===== config.mk =====
export PLATFORM = sky130hd
export DESIGN_NAME = keypad_scanner
export DESIGN_NICKNAME = d
export VERILOG_FILES = /design/src/rtl/keypad_scanner_pkg.sv /design/src/rtl/keypad_row_sync.sv /design/src/rtl/keypad_scanner.sv
export SDC_FILE = /design/constraint.sdc
export NUM_CORES = 1
export LEC_CHECK = 0
export CAP_MARGIN = 30
export CELL_PAD_IN_SITES_DETAIL_PLACEMENT = 0
export CELL_PAD_IN_SITES_GLOBAL_PLACEMENT = 1
export CORE_UTILIZATION = 35
export DETAILED_ROUTE_END_ITERATION = 6
export HOLD_SLACK_MARGIN = 0.03
export PLACE_DENSITY = 0.71
export SLEW_MARGIN = 40
export SYNTH_ARGS = -nofsm -noshare
export SYNTH_HDL_FRONTEND = slang
export SYNTH_SLANG_ARGS = --single-unit
export TNS_END_PERCENT = 100

===== constraint.sdc =====
create_clock -name clk -period 12.65 [get_ports clk]
set_input_delay 3.795 -clock clk [delete_from_list [all_inputs] [get_ports clk]]
set_output_delay 3.795 -clock clk [all_outputs]
set_load 0.05 [all_outputs]

===== src/rtl/keypad_scanner_pkg.sv =====
// Shared definitions for the 4x4 keypad scanner: sizes, FSM states, scan classes.
package keypad_scanner_pkg;

    localparam int unsigned KEY_CODE_W = 4;
    localparam int unsigned NUM_ROWS   = 4;
    localparam int unsigned NUM_COLS   = 4;
    localparam int unsigned NUM_KEYS   = NUM_ROWS * NUM_COLS;

    typedef enum logic [1:0] {
        StIdle,
        StPressWait,
        StPressed,
        StReleaseWait
    } kp_state_e;

    typedef enum logic [1:0] {
        ScanEmpty,
        ScanSingle,
        ScanMulti
    } scan_class_e;

    // Classify a full-scan hit map (bit r*NUM_COLS+c set = key (r,c) down).
    function automatic scan_class_e scan_classify(input logic [NUM_KEYS-1:0] hits);
        int unsigned n;
        n = 0;
        for (int i = 0; i < NUM_KEYS; i++) begin
            if (hits[i]) n++;
        end
        if (n == 0) return ScanEmpty;
        if (n == 1) return ScanSingle;
        return ScanMulti;
    endfunction

    // Code of a set bit in the hit map; only meaningful for a single hit.
    function automatic logic [KEY_CODE_W-1:0] scan_code(input logic [NUM_KEYS-1:0] hits);
        logic [KEY_CODE_W-1:0] code;
        code = '0;
        for (int i = 0; i < NUM_KEYS; i++) begin
            if (hits[i]) code = KEY_CODE_W'(i);
        end
        return code;
    endfunction

endpackage


===== src/rtl/keypad_row_sync.sv =====
// Two-flop synchronizer for the asynchronous keypad row inputs (idle level is all-ones).
module keypad_row_sync
    import keypad_scanner_pkg::*;
#(
    parameter int unsigned WIDTH = NUM_ROWS
) (
    input  logic             clk,
    input  logic             reset_n,
    input  logic [WIDTH-1:0] async_i,
    output logic [WIDTH-1:0] sync_o
);

    logic [WIDTH-1:0] meta_q, meta_d;
    logic [WIDTH-1:0] sync_q, sync_d;

    // Shift the raw rows through two stages.
    always_comb begin
        meta_d = async_i;
        sync_d = meta_q;
    end

    // Synchronizer flops, released to the rows' idle (pulled-up) level.
    always_ff @(posedge clk or negedge reset_n) begin
        if (!reset_n) begin
            meta_q <= '1;
            sync_q <= '1;
        end else begin
            meta_q <= meta_d;
            sync_q <= sync_d;
        end
    end

    assign sync_o = sync_q;

endmodule


===== src/rtl/keypad_scanner.sv =====
// 4x4 key matrix scanner: one-cold column drive, per-scan classification and a
// press/release debounce FSM producing a one-cycle key_valid pulse per accepted press.
module keypad_scanner
    import keypad_scanner_pkg::*;
#(
    parameter int unsigned SCAN_DIV       = 5000,
    parameter int unsigned DEBOUNCE_SCANS = 4
) (
    input  logic                  clk,
    input  logic                  reset_n,
    input  logic [NUM_ROWS-1:0]   row_in,
    output logic [NUM_COLS-1:0]   col_out,
    output logic [KEY_CODE_W-1:0] key_code,
    output logic                  key_valid,
    output logic                  key_down
);

    localparam int unsigned   DivW      = (SCAN_DIV > 1) ? $clog2(SCAN_DIV) : 1;
    localparam logic [DivW-1:0] DivLast = DivW'(SCAN_DIV - 1);
    localparam logic [3:0]    DebTarget = 4'(DEBOUNCE_SCANS);

    logic [NUM_ROWS-1:0] row_s;

    keypad_row_sync #(
        .WIDTH (NUM_ROWS)
    ) u_row_sync (
        .clk     (clk),
        .reset_n (reset_n),
        .async_i (row_in),
        .sync_o  (row_s)
    );

    logic [DivW-1:0]       div_q, div_d;
    logic [1:0]            col_idx_q, col_idx_d;
    logic [NUM_COLS-1:0]   col_out_q, col_out_d;
    logic [NUM_KEYS-1:0]   hits_q, hits_d;
    logic [NUM_KEYS-1:0]   col_hits, scan_hits;
    logic                  sample_en, scan_done;
    scan_class_e           scan_cls;
    logic [KEY_CODE_W-1:0] scan_key;

    // Dwell counter, column stepping and per-column accumulation of the row samples.
    always_comb begin
        sample_en = (div_q == DivLast);
        scan_done = sample_en && (col_idx_q == 2'd3);
        div_d     = sample_en ? '0 : div_q + DivW'(1);
        col_idx_d = sample_en ? col_idx_q + 2'd1 : col_idx_q;
        // Registered copy of the decoded column so col_out has no decode glitches.
        col_out_d = ~(4'b0001 << col_idx_d);
        col_hits  = '0;
        for (int r = 0; r < NUM_ROWS; r++) begin
            for (int c = 0; c < NUM_COLS; c++) begin
                if (2'(c) == col_idx_q) col_hits[r * NUM_COLS + c] = ~row_s[r];
            end
        end
        // Include the column being sampled now so the scan is judged on its last sample.
        scan_hits = hits_q | col_hits;
        hits_d    = hits_q;
        if (sample_en) hits_d = scan_done ? '0 : scan_hits;
        scan_cls  = scan_classify(scan_hits);
        scan_key  = scan_code(scan_hits);
    end

    kp_state_e             state_q, state_d;
    logic [3:0]            cnt_q, cnt_d, cnt_inc;
    logic [KEY_CODE_W-1:0] cand_q, cand_d;
    logic [KEY_CODE_W-1:0] key_code_q, key_code_d;
    logic                  key_valid_q, key_valid_d;
    logic                  key_down_q, key_down_d;
    logic                  accept;

    // Debounce FSM next state; only a completed scan can move it.
    always_comb begin
        state_d     = state_q;
        cnt_d       = cnt_q;
        cand_d      = cand_q;
        key_code_d  = key_code_q;
        key_valid_d = 1'b0;
        key_down_d  = key_down_q;
        accept      = 1'b0;
        cnt_inc     = cnt_q + 4'd1;
        if (scan_done) begin
            unique case (state_q)
                StIdle: begin
                    if (scan_cls == ScanSingle) begin
                        cand_d = scan_key;
                        cnt_d  = 4'd1;
                        if (DebTarget == 4'd1) accept = 1'b1;
                        else                   state_d = StPressWait;
                    end
                end
                StPressWait: begin
                    if (scan_cls == ScanSingle) begin
                        if (scan_key == cand_q) begin
                            cnt_d = cnt_inc;
                            if (cnt_inc == DebTarget) accept = 1'b1;
                        end else begin
                            cand_d = scan_key;
                            cnt_d  = 4'd1;
                        end
                    end else begin
                        cnt_d   = '0;
                        state_d = StIdle;
                    end
                end
                StPressed: begin
                    if (scan_cls == ScanEmpty) begin
                        cnt_d = 4'd1;
                        if (DebTarget == 4'd1) begin
                            key_down_d = 1'b0;
                            state_d    = StIdle;
                        end else begin
                            state_d = StReleaseWait;
                        end
                    end
                end
                StReleaseWait: begin
                    if (scan_cls == ScanEmpty) begin
                        cnt_d = cnt_inc;
                        if (cnt_inc == DebTarget) begin
                            key_down_d = 1'b0;
                            state_d    = StIdle;
                        end
                    end else begin
                        state_d = StPressed;
                    end
                end
                default: state_d = StIdle;
            endcase
        end
        if (accept) begin
            key_code_d  = cand_d;
            key_valid_d = 1'b1;
            key_down_d  = 1'b1;
            state_d     = StPressed;
        end
    end

    // All scanner and FSM state, including the registered outputs.
    always_ff @(posedge clk or negedge reset_n) begin
        if (!reset_n) begin
            div_q       <= '0;
            col_idx_q   <= 2'd0;
            col_out_q   <= 4'b1110;
            hits_q      <= '0;
            state_q     <= StIdle;
            cnt_q       <= '0;
            cand_q      <= '0;
            key_code_q  <= '0;
            key_valid_q <= 1'b0;
            key_down_q  <= 1'b0;
        end else begin
            div_q       <= div_d;
            col_idx_q   <= col_idx_d;
            col_out_q   <= col_out_d;
            hits_q      <= hits_d;
            state_q     <= state_d;
            cnt_q       <= cnt_d;
            cand_q      <= cand_d;
            key_code_q  <= key_code_d;
            key_valid_q <= key_valid_d;
            key_down_q  <= key_down_d;
        end
    end

    assign col_out   = col_out_q;
    assign key_code  = key_code_q;
    assign key_valid = key_valid_q;
    assign key_down  = key_down_q;

endmodule


==> impl.org, run 1 <==
** Global routing
- Number of global-route vias before repair :: 3557
- Global routing usage on met3 :: 0.0201
- For this run, global-route usage on met1 was measured as 0.191.
- Tot GR Track Use :: 0.145
- Overflow after GRT :: 0
- Busiest layer in global routing :: met2
- The first global-routing pass estimated 16600 um of wire.
- Antenna violations before repair :: 0
- For met2 alone, demand over resource in global routing was 0.240.
- Entering global routing, the biggest net connects 60 pins.

** Status
- The flow ran to the end, and the final reports show no timing, DRC or antenna violations.

** Synthesis
- After technology mapping, the gate count stands at 538.
- Yosys warning total :: 0
- Number of synthesized flops with an enable pin :: 0
- Synthesis inferred 59 register bits.
- Most used DFF post-synth :: sky130_fd_sc_hd__dfrtp_1
- Sequential fraction of the synthesis area :: 0.312
- In the synthesized netlist the async set-or-reset flop fraction comes to 1.00.
- Each instance of the synthesized netlist takes up on average 8.89 um2.
- Post-synth net total :: 565
- Post-Syn Area :: 0.00478 mm2
- In this run, distinct cell masters in the synthesized netlist total 85.

** Clocking
- In this run, post-CTS hold repair placed 0 buffers.
- Buffer type at the clock tree root :: sky130_fd_sc_hd__clkbuf_16
- Clock latency on the worst-skew pair, taken at its later pin, is 0.32 ns.
- For this design, the sink count on the clock tree is 59.
- Clock Path Buffers :: 2
- Total CTS buffers :: 9
- Clock tree from TritonCTS :: yes
- H-tree levels :: 3
- Clock transition at the register clock pins on the worst setup and hold paths after CTS :: 0.05 ns

** Critical path
- STA puts the critical path data arrival time at 11.91 ns.
- STA classifies the critical path endpoint as a register.
- On the critical path the largest part of the delay comes from adder cells.
- In this run the worst path has a maximum fanout of 9.
- Worst-path cell with the longest stage delay :: sky130_fd_sc_hd__or4_1
- The setup path with the least slack is of type reg -> reg.
- Required time of the critical path :: 12.86 ns
- Counting both buffers and inverters, the worst setup path holds a total of 5.
- On the worst path, the slowest cell contributes a delay of 0.54 ns.
- The cell that appears most often on the critical path is sky130_fd_sc_hd__ha_1.
- The worst setup path is launched from a register.

** Detailed routing
- In the routed design, unresolved DRC markers number 0.
- Initial DRC count :: 120
- Dividing the detail-routed via count by the number of cells gives 5.19.
- Antenna-violating nets left :: 0
- Number of search-and-repair iterations in the first detailed-routing pass :: 6
- Total Wirelength :: 9880 um
- In the final routed layout, each cell accounts on average for 13.5 um.
- Across all layers, the routed design uses 3796 vias.

** Floorplanning
- Measured along the x axis, the die boundary spans 119 um.
- From bottom edge to top edge, the die measures 119 um.
- The total area inside the core boundary comes to 0.0133 mm2.
- 16 I/O pins were placed.
- Area enclosed by the die boundary :: 0.0141 mm2
- Starting density of the core :: 0.360
- Site Rows :: 42

** Cells and area
- After the last flow step, the layout net total stands at 578.
- Final design area excluding fillers :: 0.00542 mm2
- Leaving out fill and tap cells, the most frequent cell in the layout is sky130_fd_sc_hd__nand2_1.
- Final Core Density :: 0.407
- Area growth from synthesis to layout :: 13.3%
- Leaving out fill and tap cells, the most frequent cells in the layout are sky130_fd_sc_hd__nand2_1, sky130_fd_sc_hd__dfrtp_1, sky130_fd_sc_hd__nor2_1.
- 0 antenna diodes ended up in the layout.
- Share of final-layout standard cells stronger than drive strength 1 :: 0.144

** Power
- Pwr/cell area :: 90.3 mW/mm2
- IR drop worst, VDD :: 0.000110 V
- Leakage :: 0.00242 uW

** Timing
- In this run the tightest slew margin relative to its limit is 0.512.
- Between clock sinks in the finished design, the worst skew comes to 0.00489 ns.
- Worst Max-Slew Pin Slew :: 0.731 ns
- Slew Limit Fails :: 0
- Setup violations remaining at the end of the flow were counted as 0.
- Summed over all failing endpoints, the final setup total negative slack is 0 ns.
- Final hold vios :: 0
- RSZ-0062 raised after global routing :: no
- For this run, the top clock speed supported by timing is 85.5 MHz.
- Of the available clock period, the critical path in the final layout requires 0.925.
- Time the worst path needs with I/O delays and setup :: 11.70 ns

** Hold path
- Path type of the worst min-delay path :: reg -> reg

** Placement
- At the end of routability-driven placement, the weighted congestion stood at 0.797.
- Total placed instance area :: 0.00508 mm2
- Summed over all nets, the half-perimeter wirelength after detailed placement is 7470 um.
- Total of buffers placed on input and output ports :: 15

** Flow run
- Across the run, the number of max-cap violations was 0.
## timing repair
item                                    4_1_cts  5_1_grt
buffers inserted                              0        3
endpoints found under the setup margin        0       14
gates resized for setup                       0        4
## cell type report
| class | count | area, um2 |
|---|---|---|
| Clock inverter | 7 | 68.8 |
| Fill cell | 1330 | 7880 |
| Clock buffer | 9 | 225 |
| Timing Repair Buffer | 20 | 183 |
| Multi-Input combinational cell | 430 | 3110 |
| Sequential cell | 59 | 1490 |
| Inverter | 31 | 116 |
| Tap cell | 176 | 220 |
## flip-flops by register name, summed over array words and instances, names as in the netlist, 4 cells and up
signal	flops
u_row_sync.meta_q	4
u_row_sync.sync_o	4
key_code	4
cand_q	4
div_q	13
cnt_q	4
col_out	4
hits_q	16
## power by group
group	internal, uW	leakage, uW	switching (uW)
registers	191	0.000772	0.963
logic	24.5	0.00150	39.7
clock network	151	0.000141	81.4
total	367	0.00242	122
## cell usage after synthesis (10+ instances only)
master	instances	area share
sky130_fd_sc_hd__nand2_1	53	0.042
sky130_fd_sc_hd__dfrtp_1	48	0.25
sky130_fd_sc_hd__nor2_1	47	0.037
sky130_fd_sc_hd__a21oi_1	40	0.042
sky130_fd_sc_hd__inv_1	30	0.024
sky130_fd_sc_hd__xnor2_1	30	0.055
sky130_fd_sc_hd__ha_1	21	0.055
sky130_fd_sc_hd__o21ai_0	20	0.021
sky130_fd_sc_hd__xor2_1	17	0.031
sky130_fd_sc_hd__nand3_1	16	0.017
sky130_fd_sc_hd__mux2i_1	13	0.027
sky130_fd_sc_hd__nor3_1	12	0.013
sky130_fd_sc_hd__dfstp_2	11	0.060
sky130_fd_sc_hd__a31oi_1	10	0.013
sky130_fd_sc_hd__clkbuf_1	10	0.0079
## worst paths after layout
check,startpoint,to,slack [ns],cells past startpoint
max in group asynchronous,reset_n,hits_q[4],8.54,2
min,u_row_sync.meta_q[2],u_row_sync.sync_o[2],0.35,0
min in group asynchronous,reset_n,key_valid,3.60,2
max reg2reg,col_idx_q[1],cand_q[3],0.95,56
min reg2reg,u_row_sync.meta_q[2],u_row_sync.sync_o[2],0.35,0
max,col_idx_q[1],cand_q[3],0.95,56
## cells by family after synthesis
logic type	Yosys count	synth area share
and+or+nand+nor	197	0.213
DFF	59	0.312
buffers and inverters	49	0.0434
muxes	22	0.0492
AOI/OAI and AO/OA	131	0.189
xor gates and xnor gates	59	0.139
adders and majority gates	21	0.0550
## routing by layer
metal / vias to the layer above / wire (um) / share of wire
met1: 1808 / 4970 / 0.50
li1: 1931 / - / -
met4: 0 / 125 / 0.013
met5: - / 0 / 0
met2: 49 / 4570 / 0.46
met3: 8 / 213 / 0.022
## through the flow
stage / cells / power, uW / hold slack (ns) / setup WS, ns
4_1_cts: 729 / 496 / 0.354 / 0.572
6_report: 732 / 489 / 0.350 / 0.953
3_3_place_gp: 713 / 258 / 0.346 / 0.917
5_1_grt: 732 / 512 / 0.356 / 0.0304
2_1_floorplan: 538 / 245 / 0.345 / 1.89
3_5_place_dp: 713 / 260 / 0.347 / 0.598
Power figures use the tool's default switching activity.
==> inputs of run 2 (changes only) <==
Settings changed: CORE_MARGIN set to 4.
==> run 2 against run 1 <==
Against the previous run: combinational power fell by 0.8%; global-route usage fell by 1.6 points; clock-buffer cell count grew 1; non-clock buffer count unchanged; sequential share of layout area grew 0.057 points; setup slack gained 0.11 ns; clock power shrank 6%.
==> impl.org, run 2 (same netlist as run 1, synthesis figures left out) <==
** Critical path
- In this run the critical register-to-register path is launched from col_idx_q[0].
- The worst-path maximum fanout is 11 (+2).
- The critical path's largest stage delay was 0.54 ns (about the same).
- Reg2Reg Setup Slack :: 1.07 ns (+0.11 ns)
- Crit-path most repeated cell :: sky130_fd_sc_hd__ha_1
- STA classifies the critical path startpoint as a register.
- In this run the critical register-to-register path is captured at cand_q[3].
- Worst-path cell with the longest stage delay :: sky130_fd_sc_hd__or4_1
- The critical path in this run is classified as reg -> reg.
- Arrival time of the worst setup path :: 11.79 ns (-0.12 ns)
- The most critical setup path has its startpoint at col_idx_q[0].
- The depth of the worst register-to-register path is 59 (+5.4%).
- STA classifies the critical path endpoint as a register.
- The data required time at the worst endpoint is 12.86 ns (about the same).

** Placement
- Total of buffers placed on input and output ports :: 15 (unchanged)
- Half-perimeter wire length after detailed placement :: 7450 um (-0.22%)
- Routability Congestion :: 0.869 (+9.1%)
- Total placed instance area :: 0.00509 mm2 (+0.30%)
- The post-place setup slack was 0.678 ns (+0.0809 ns).

** Global routing
- Antenna violations before repair :: 0 (unchanged)
- Tot GR Track Use :: 0.129 (-0.0155)
- Maximum number of pins on one net before global-route repair :: 60 (unchanged)
- Overflow after GRT :: 0 (unchanged)
- The number of global-route vias before repair was 3605 (+1.3%).
- Global-route wire length before repair :: 17100 um (+2.7%)

** Detailed routing
- The amount of wire on met2 after detailed routing is 4580 um (+0.20%).
- The iteration count of the initial detailed-routing pass is 4 (-2).
- Detailed-route wire length on metal 1 :: 5060 um (+1.7%)
- The via density per instance was 5.19 (about the same).
- Initial DRC count :: 149 (+24%)
- The total number of vias was 3799 (+0.079%).
- Detailed-route DRC error count :: 0 (unchanged)
- Antenna-violating nets left :: 0 (unchanged)
- Top metal layer carrying routed signals :: met4
- Post-DR wirelength/cell :: 13.5 um (about the same)
- Detailed-routed wire length on met3 :: 168 um (-21%)
- The total wire length after detailed routing came to 9890 um (about the same).

** Cells and area
- Total number of nets in the final design :: 578 (unchanged)
- Inserted Diodes :: 0 (unchanged)
- The utilization after layout is 0.407 (-0.000847).
- Largest reg by FF count :: hits_q
- Most common cell after layout, fill and taps aside :: sky130_fd_sc_hd__nand2_1
- Area growth from synthesis to layout :: 13.1%
- Top library cells by usage in the layout, fill and taps aside :: sky130_fd_sc_hd__nand2_1, sky130_fd_sc_hd__dfrtp_1, sky130_fd_sc_hd__nor2_1
- In the final layout, the registers with the most flip-flops are hits_q (16), div_q (13).
- The share of final-layout standard cells stronger than drive strength 1 came to 0.146 (+0.00180).
- The number of flip-flops in the largest register was 16 (unchanged).
- Final design area excluding fillers :: 0.00541 mm2 (-0.21%)

** Flow run
- Number of max-capacitance violations reported :: 0 (unchanged)

** Timing
- Worst slew margin relative to its limit :: 0.517 (+0.00467)
- Final hold vios :: 0 (unchanged)
- The transition time at the pin with the least slew margin came to 0.724 ns (-0.00701 ns).
- The setup TNS after final layout is 0 ns (unchanged).
- The share of the clock period used by the worst path after layout came to 0.916 (-0.00890).
- Final setup fails :: 0 (unchanged)
- The achievable clock frequency is 86.3 MHz (+0.97%).
- Slew Limit Fails :: 0 (unchanged)
- Time the worst path needs with I/O delays and setup :: 11.58 ns (-0.113 ns)
- Setup Skew :: 0.00591 ns (+0.00102 ns)
- RSZ-0062 raised after global routing :: no
- The least setup slack across all paths after layout is 1.07 ns (+0.113 ns).

** Clocking
- Buffer type at the clock tree root :: sky130_fd_sc_hd__clkbuf_16
- Clock tree from TritonCTS :: yes
- Latest clock arrival within the worst-skew pair :: 0.32 ns (about the same)
- The number of buffers added by the clock tree synthesis step came to 9 (unchanged).
- Clock Path Buffers :: 2 (unchanged)
- H-tree levels :: 3 (unchanged)
- CTS sink cnt :: 59 (unchanged)
- The register clock-pin slew on the reported worst setup and hold paths came to 0.05 ns (about the same).

** Floorplanning
- Area enclosed by the die boundary :: 0.0156 mm2 (+10%)
- Starting density of the core :: 0.360 (unchanged)
- The die span in x was 125 um (+5.0%).
- Top-level I/O count :: 16 (unchanged)
- Placeable core region :: 0.0133 mm2 (unchanged)
- Die outline height :: 125 um (+5.0%)
- The number of cell rows is 42 (unchanged).

** Power
- The power density over the cells is 88.1 mW/mm2 (-2.5%).
- The leakage dissipation was 0.00240 uW (-0.53%).
- The worst IR drop on VDD was 0.000122 V (+11%).
- The power consumption is 476 uW (-2.7%).

** Hold path
- In this run the worst hold path is classified as reg -> reg.
- The worst hold path begins at u_row_sync.meta_q[3].
- Worst Hold Endpoint :: u_row_sync.sync_o[3]
- The number of cells on the worst hold path was 0 (unchanged).

** Status
- Outcome :: completed
run 2: cell count changes in the layout (fill, tap and decap cells not counted), sizes merged:
cell,delta
clkinv,-1
clkbuf,+1
bufinv,-1
clkinvlp,+1
run 2: stage by stage:
| stage | instances | hold WS [ns] |
|---|---|---|
| after floorplan | 538 | 0.345 |
| after global placement | 714 | 0.345 |
| after detailed placement | 714 | 0.347 |
| after CTS | 730 | 0.354 |
| after global routing | 732 | 0.362 |
| final | 732 | 0.353 |
run 2: layout make-up:
class | instances | area (um2)
Clock buffer | 10 | 239
Clock inverter | 6 | 41.3
Fill cell | 1317 | 7890
Inverter | 31 | 116
Multi-Input combinational cell | 430 | 3120
Sequential cell | 59 | 1490
Tap cell | 176 | 220
Timing Repair Buffer | 20 | 183
run 2: how the worst max path moves through the flow:
stage,endpoint,depth (start not counted)
2_1_floorplan,key_code[0],62
3_3_place_gp,key_code[3],60
3_5_place_dp,key_code[3],60
4_1_cts,key_code[0],60
5_1_grt,cand_q[3],59
6_report,cand_q[3],59
run 2: timing repair:
action                                 4_1_cts  5_1_grt
setup endpoints to repair                    0       14
endpoints found under the hold margin        0        0
buffers inserted                             0        2
gates resized for setup                      0        5
hold buffers                                 0        0
run 2: worst max-delay path: cells and delay by family (launching register included):
kind	cells	cell delay [ns]
buf+inv	6	0.46
compound gates	23	3.38
flops	1	0.42
fa+ha+maj	15	4.35
xor+xnor	1	0.20
simple gates	13	2.47
mux	1	0.15
run 2: routing by layer:
metal,global-route usage,vias to the layer above
li1,-,1936
met1,0.182,1827
met2,0.204,31
met3,0.0197,5
met4,0.0440,0
met5,0,-
run 2: power breakdown:
part	leakage, uW	switching, uW	internal [uW]	total (uW)
Sequential	0.000772	1.02	191	192
Combinational	0.00150	39.0	24.7	63.7
Clock	0.000130	83.1	137	220
Total	0.00240	123	353	476
==> inputs of run 3 (changes only) <==
Settings changed: CORE_ASPECT_RATIO set to 2.
==> run 3 against run 2 <==
Against the previous run: first-iteration DRC count fell by 30%; utilization barely moved; power increased by 12%; global-route usage increased by 1.1 points; critical endpoint unchanged.
==> impl.org, run 3 (same netlist as run 1, synthesis figures left out) <==
** Status
- The run finished with clean final reports.

** Detailed routing
- The via density per instance was 5.38 (+3.8%).
- The initial detailed-routing violation count was 105 (-30%).
- Detailed-route DRC error count :: 0 (unchanged)
- The iteration count of the initial detailed-routing pass was 4 (unchanged).
- The total wire length after detailed routing was 10500 um (+5.7%).
- Post-DR wirelength/cell :: 14.7 um (+8.7%)
- Routed length on met2 :: 6040 um (+32%)
- Via total after detailed routing :: 3834 (+0.92%)
- Top metal layer carrying routed signals :: met4
- Antenna-violating nets left :: 0 (unchanged)
- The routed metal-1 wire length came to 4000 um (-21%).
- The detailed-routed wire length on met3 was 147 um (-13%).

** Power
- The worst IR drop on VDD was 0.000208 V (+71%).
- Total power after layout :: 532 uW (+12%)
- Pwr/cell area :: 97.5 mW/mm2 (+11%)
- Leakage :: 0.00245 uW (+1.8%)

** Cells and area
- Leaving out fill and tap cells, the most frequent cell in the layout is sky130_fd_sc_hd__nand2_1.
- Largest reg by FF count :: hits_q
- Compared with the post-synthesis result, the final layout area differs by 14.1%.
- The count of filler cells inserted in the layout was 1311 (-0.46%).
- The number of diodes was 0 (unchanged).
- The number of flip-flops in the largest register is 16 (unchanged).
- The top cell types in the final layout, fill and taps aside, are sky130_fd_sc_hd__nand2_1, sky130_fd_sc_hd__dfrtp_1, sky130_fd_sc_hd__nor2_1.
- Registers with the highest flip-flop counts :: hits_q (16), div_q (13)
- The share of final-layout standard cells stronger than drive strength 1 was 0.149 (+0.00333).
- The final net count was 579 (+0.17%).

** Critical path
- The arrival time at the worst endpoint came to 11.70 ns (-0.09 ns).
- Critical Setup Path Class :: reg -> reg
- Critical path capture point type :: register
- Crit-path most repeated cell :: sky130_fd_sc_hd__ha_1
- STA classifies the critical path startpoint as a register.
- Among all stages on the critical path, the largest delay is contributed by sky130_fd_sc_hd__or4_1.
- The worst-path maximum fanout was 11 (unchanged).
- Required time of the critical path :: 12.86 ns (about the same)
- The critical path's largest stage delay is 0.52 ns (-0.02 ns).

** Clocking
- Latest clock arrival within the worst-skew pair :: 0.32 ns (about the same)
- The number of clock sinks seen by CTS came to 59 (unchanged).
- Clock Path Buffers :: 2 (unchanged)
- The cell sitting at the root of the clock tree is a sky130_fd_sc_hd__clkbuf_16.
- Hold Buf Count CTS :: 0 (unchanged)
- Total CTS buffers :: 9 (unchanged)
- The maximum level of the CTS H-tree came to 3 (unchanged).
- Clock transition at the register clock pins on the worst setup and hold paths after CTS :: 0.05 ns (about the same)
- TritonCTS built the clock tree.

** Timing
- Time the worst path needs with I/O delays and setup :: 11.50 ns (-0.0886 ns)
- The final number of setup-violating endpoints is 0 (unchanged).
- Worst Max-Slew Pin Slew :: 0.723 ns (-0.00106 ns)
- Final hold vios :: 0 (unchanged)
- Worst slew margin relative to its limit :: 0.518 (+0.000708)
- Final Cycle Share :: 0.909 (-0.00701)
- The number of slew-limit violations in the final report was 0 (unchanged).
- Fmax :: 87.0 MHz (+0.77%)
- The setup TNS after final layout came to 0 ns (unchanged).
- The clock skew came to 0.00847 ns (+0.00256 ns).

** Placement
- Routability Congestion :: 0.787 (-9.4%)
- The number of I/O port buffers was 15 (unchanged).
- Half-perimeter wire length after detailed placement :: 8190 um (+9.9%)

** Global routing
- The leftover overflow at the end of global routing is 0 (unchanged).
- The pin count of the biggest net entering global routing came to 60 (unchanged).
- Global-route wire length before repair :: 18300 um (+7.1%)
- Number of global-route vias before repair :: 3928 (+9.0%)
- Tot GR Track Use :: 0.140 (+0.0107)
- Antenna violations before repair :: 0 (unchanged)

** Floorplanning
- Width of the chip :: 90.6 um (-27%)
- Die outline height :: 173 um (+39%)
- The starting density of the core came to 0.356 (-0.00382).
- Placeable core region :: 0.0134 mm2 (+1.1%)
- Area enclosed by the die boundary :: 0.0157 mm2 (+0.72%)
- Site Rows :: 60 (+43%)
- The number of primary I/O pins came to 16 (unchanged).

** Hold path
- The path class of the tightest hold or removal check is reg -> reg.

** Flow run
- Number of max-capacitance violations reported :: 0 (unchanged)
## run 3: area by class of cell
cell class | count | area [um2] | area share
well taps | 155 | 194 | 0.0355
clock buffers | 11 | 243 | 0.0445
clock inverters | 5 | 100 | 0.0183
repair buffers | 21 | 190 | 0.0349
inverters | 31 | 116 | 0.0213
flip-flops and latches | 59 | 1490 | 0.273
multi-input cells | 430 | 3120 | 0.572
## run 3: where the power goes
part	leakage, uW	internal (uW)	total (uW)	switching (uW)
clock	0.000169	197	274	77.7
sequential	0.000772	191	192	0.963
combinational	0.00151	25.2	65.2	40.0
total	0.00245	413	532	119
## run 3: what timing repair did
| item | in CTS | in global routing |
|---|---|---|
| endpoints found under the setup margin | 0 | 16 |
| setup buffers | 0 | 2 |
| hold endpoints to repair | 0 | 0 |
| resized for setup | 0 | 7 |
## run 3: worst max-delay path: cells and delay by family, from the launching register on
| family | cells | cell delay (ns) |
|---|---|---|
| simple gates | 13 | 2.40 |
| flops | 1 | 0.41 |
| compound gates | 23 | 3.34 |
| fa+ha+maj | 15 | 4.15 |
| buf+inv | 7 | 0.66 |
| xor+xnor | 1 | 0.21 |
| mux | 1 | 0.18 |
## run 3: through the flow
stage	instance area (um2)	hold WS (ns)	instances	utilization	worst slack, ns
final	5460	0.349	712	0.406	1.15
after global placement	5060	0.346	694	0.377	1.05
after detailed placement	5070	0.347	694	0.377	0.600
after CTS	5420	0.351	710	0.403	0.556
after global routing	5460	0.356	712	0.406	-0.0315
after floorplan	4780	0.345	538	-	1.89
## run 3: layer usage
metal,GRT usage,vias up
li1,-,1947
met1,0.145,1826
met2,0.273,41
met3,0.0152,20
met4,0.0646,0
met5,0,-
## run 3: path summary, 6_finish.rpt
kind,start,end,slack [ns],cells after the start
min in group asynchronous,reset_n,col_out[0],3.61,2
setup / recovery,col_idx_q[0],cand_q[3],1.15,60
hold reg to reg,u_row_sync.meta_q[2],u_row_sync.sync_o[2],0.35,0
max in group asynchronous,reset_n,key_code[1],8.55,2
hold / removal,u_row_sync.meta_q[2],u_row_sync.sync_o[2],0.35,0
setup reg to reg,col_idx_q[0],cand_q[3],1.15,60
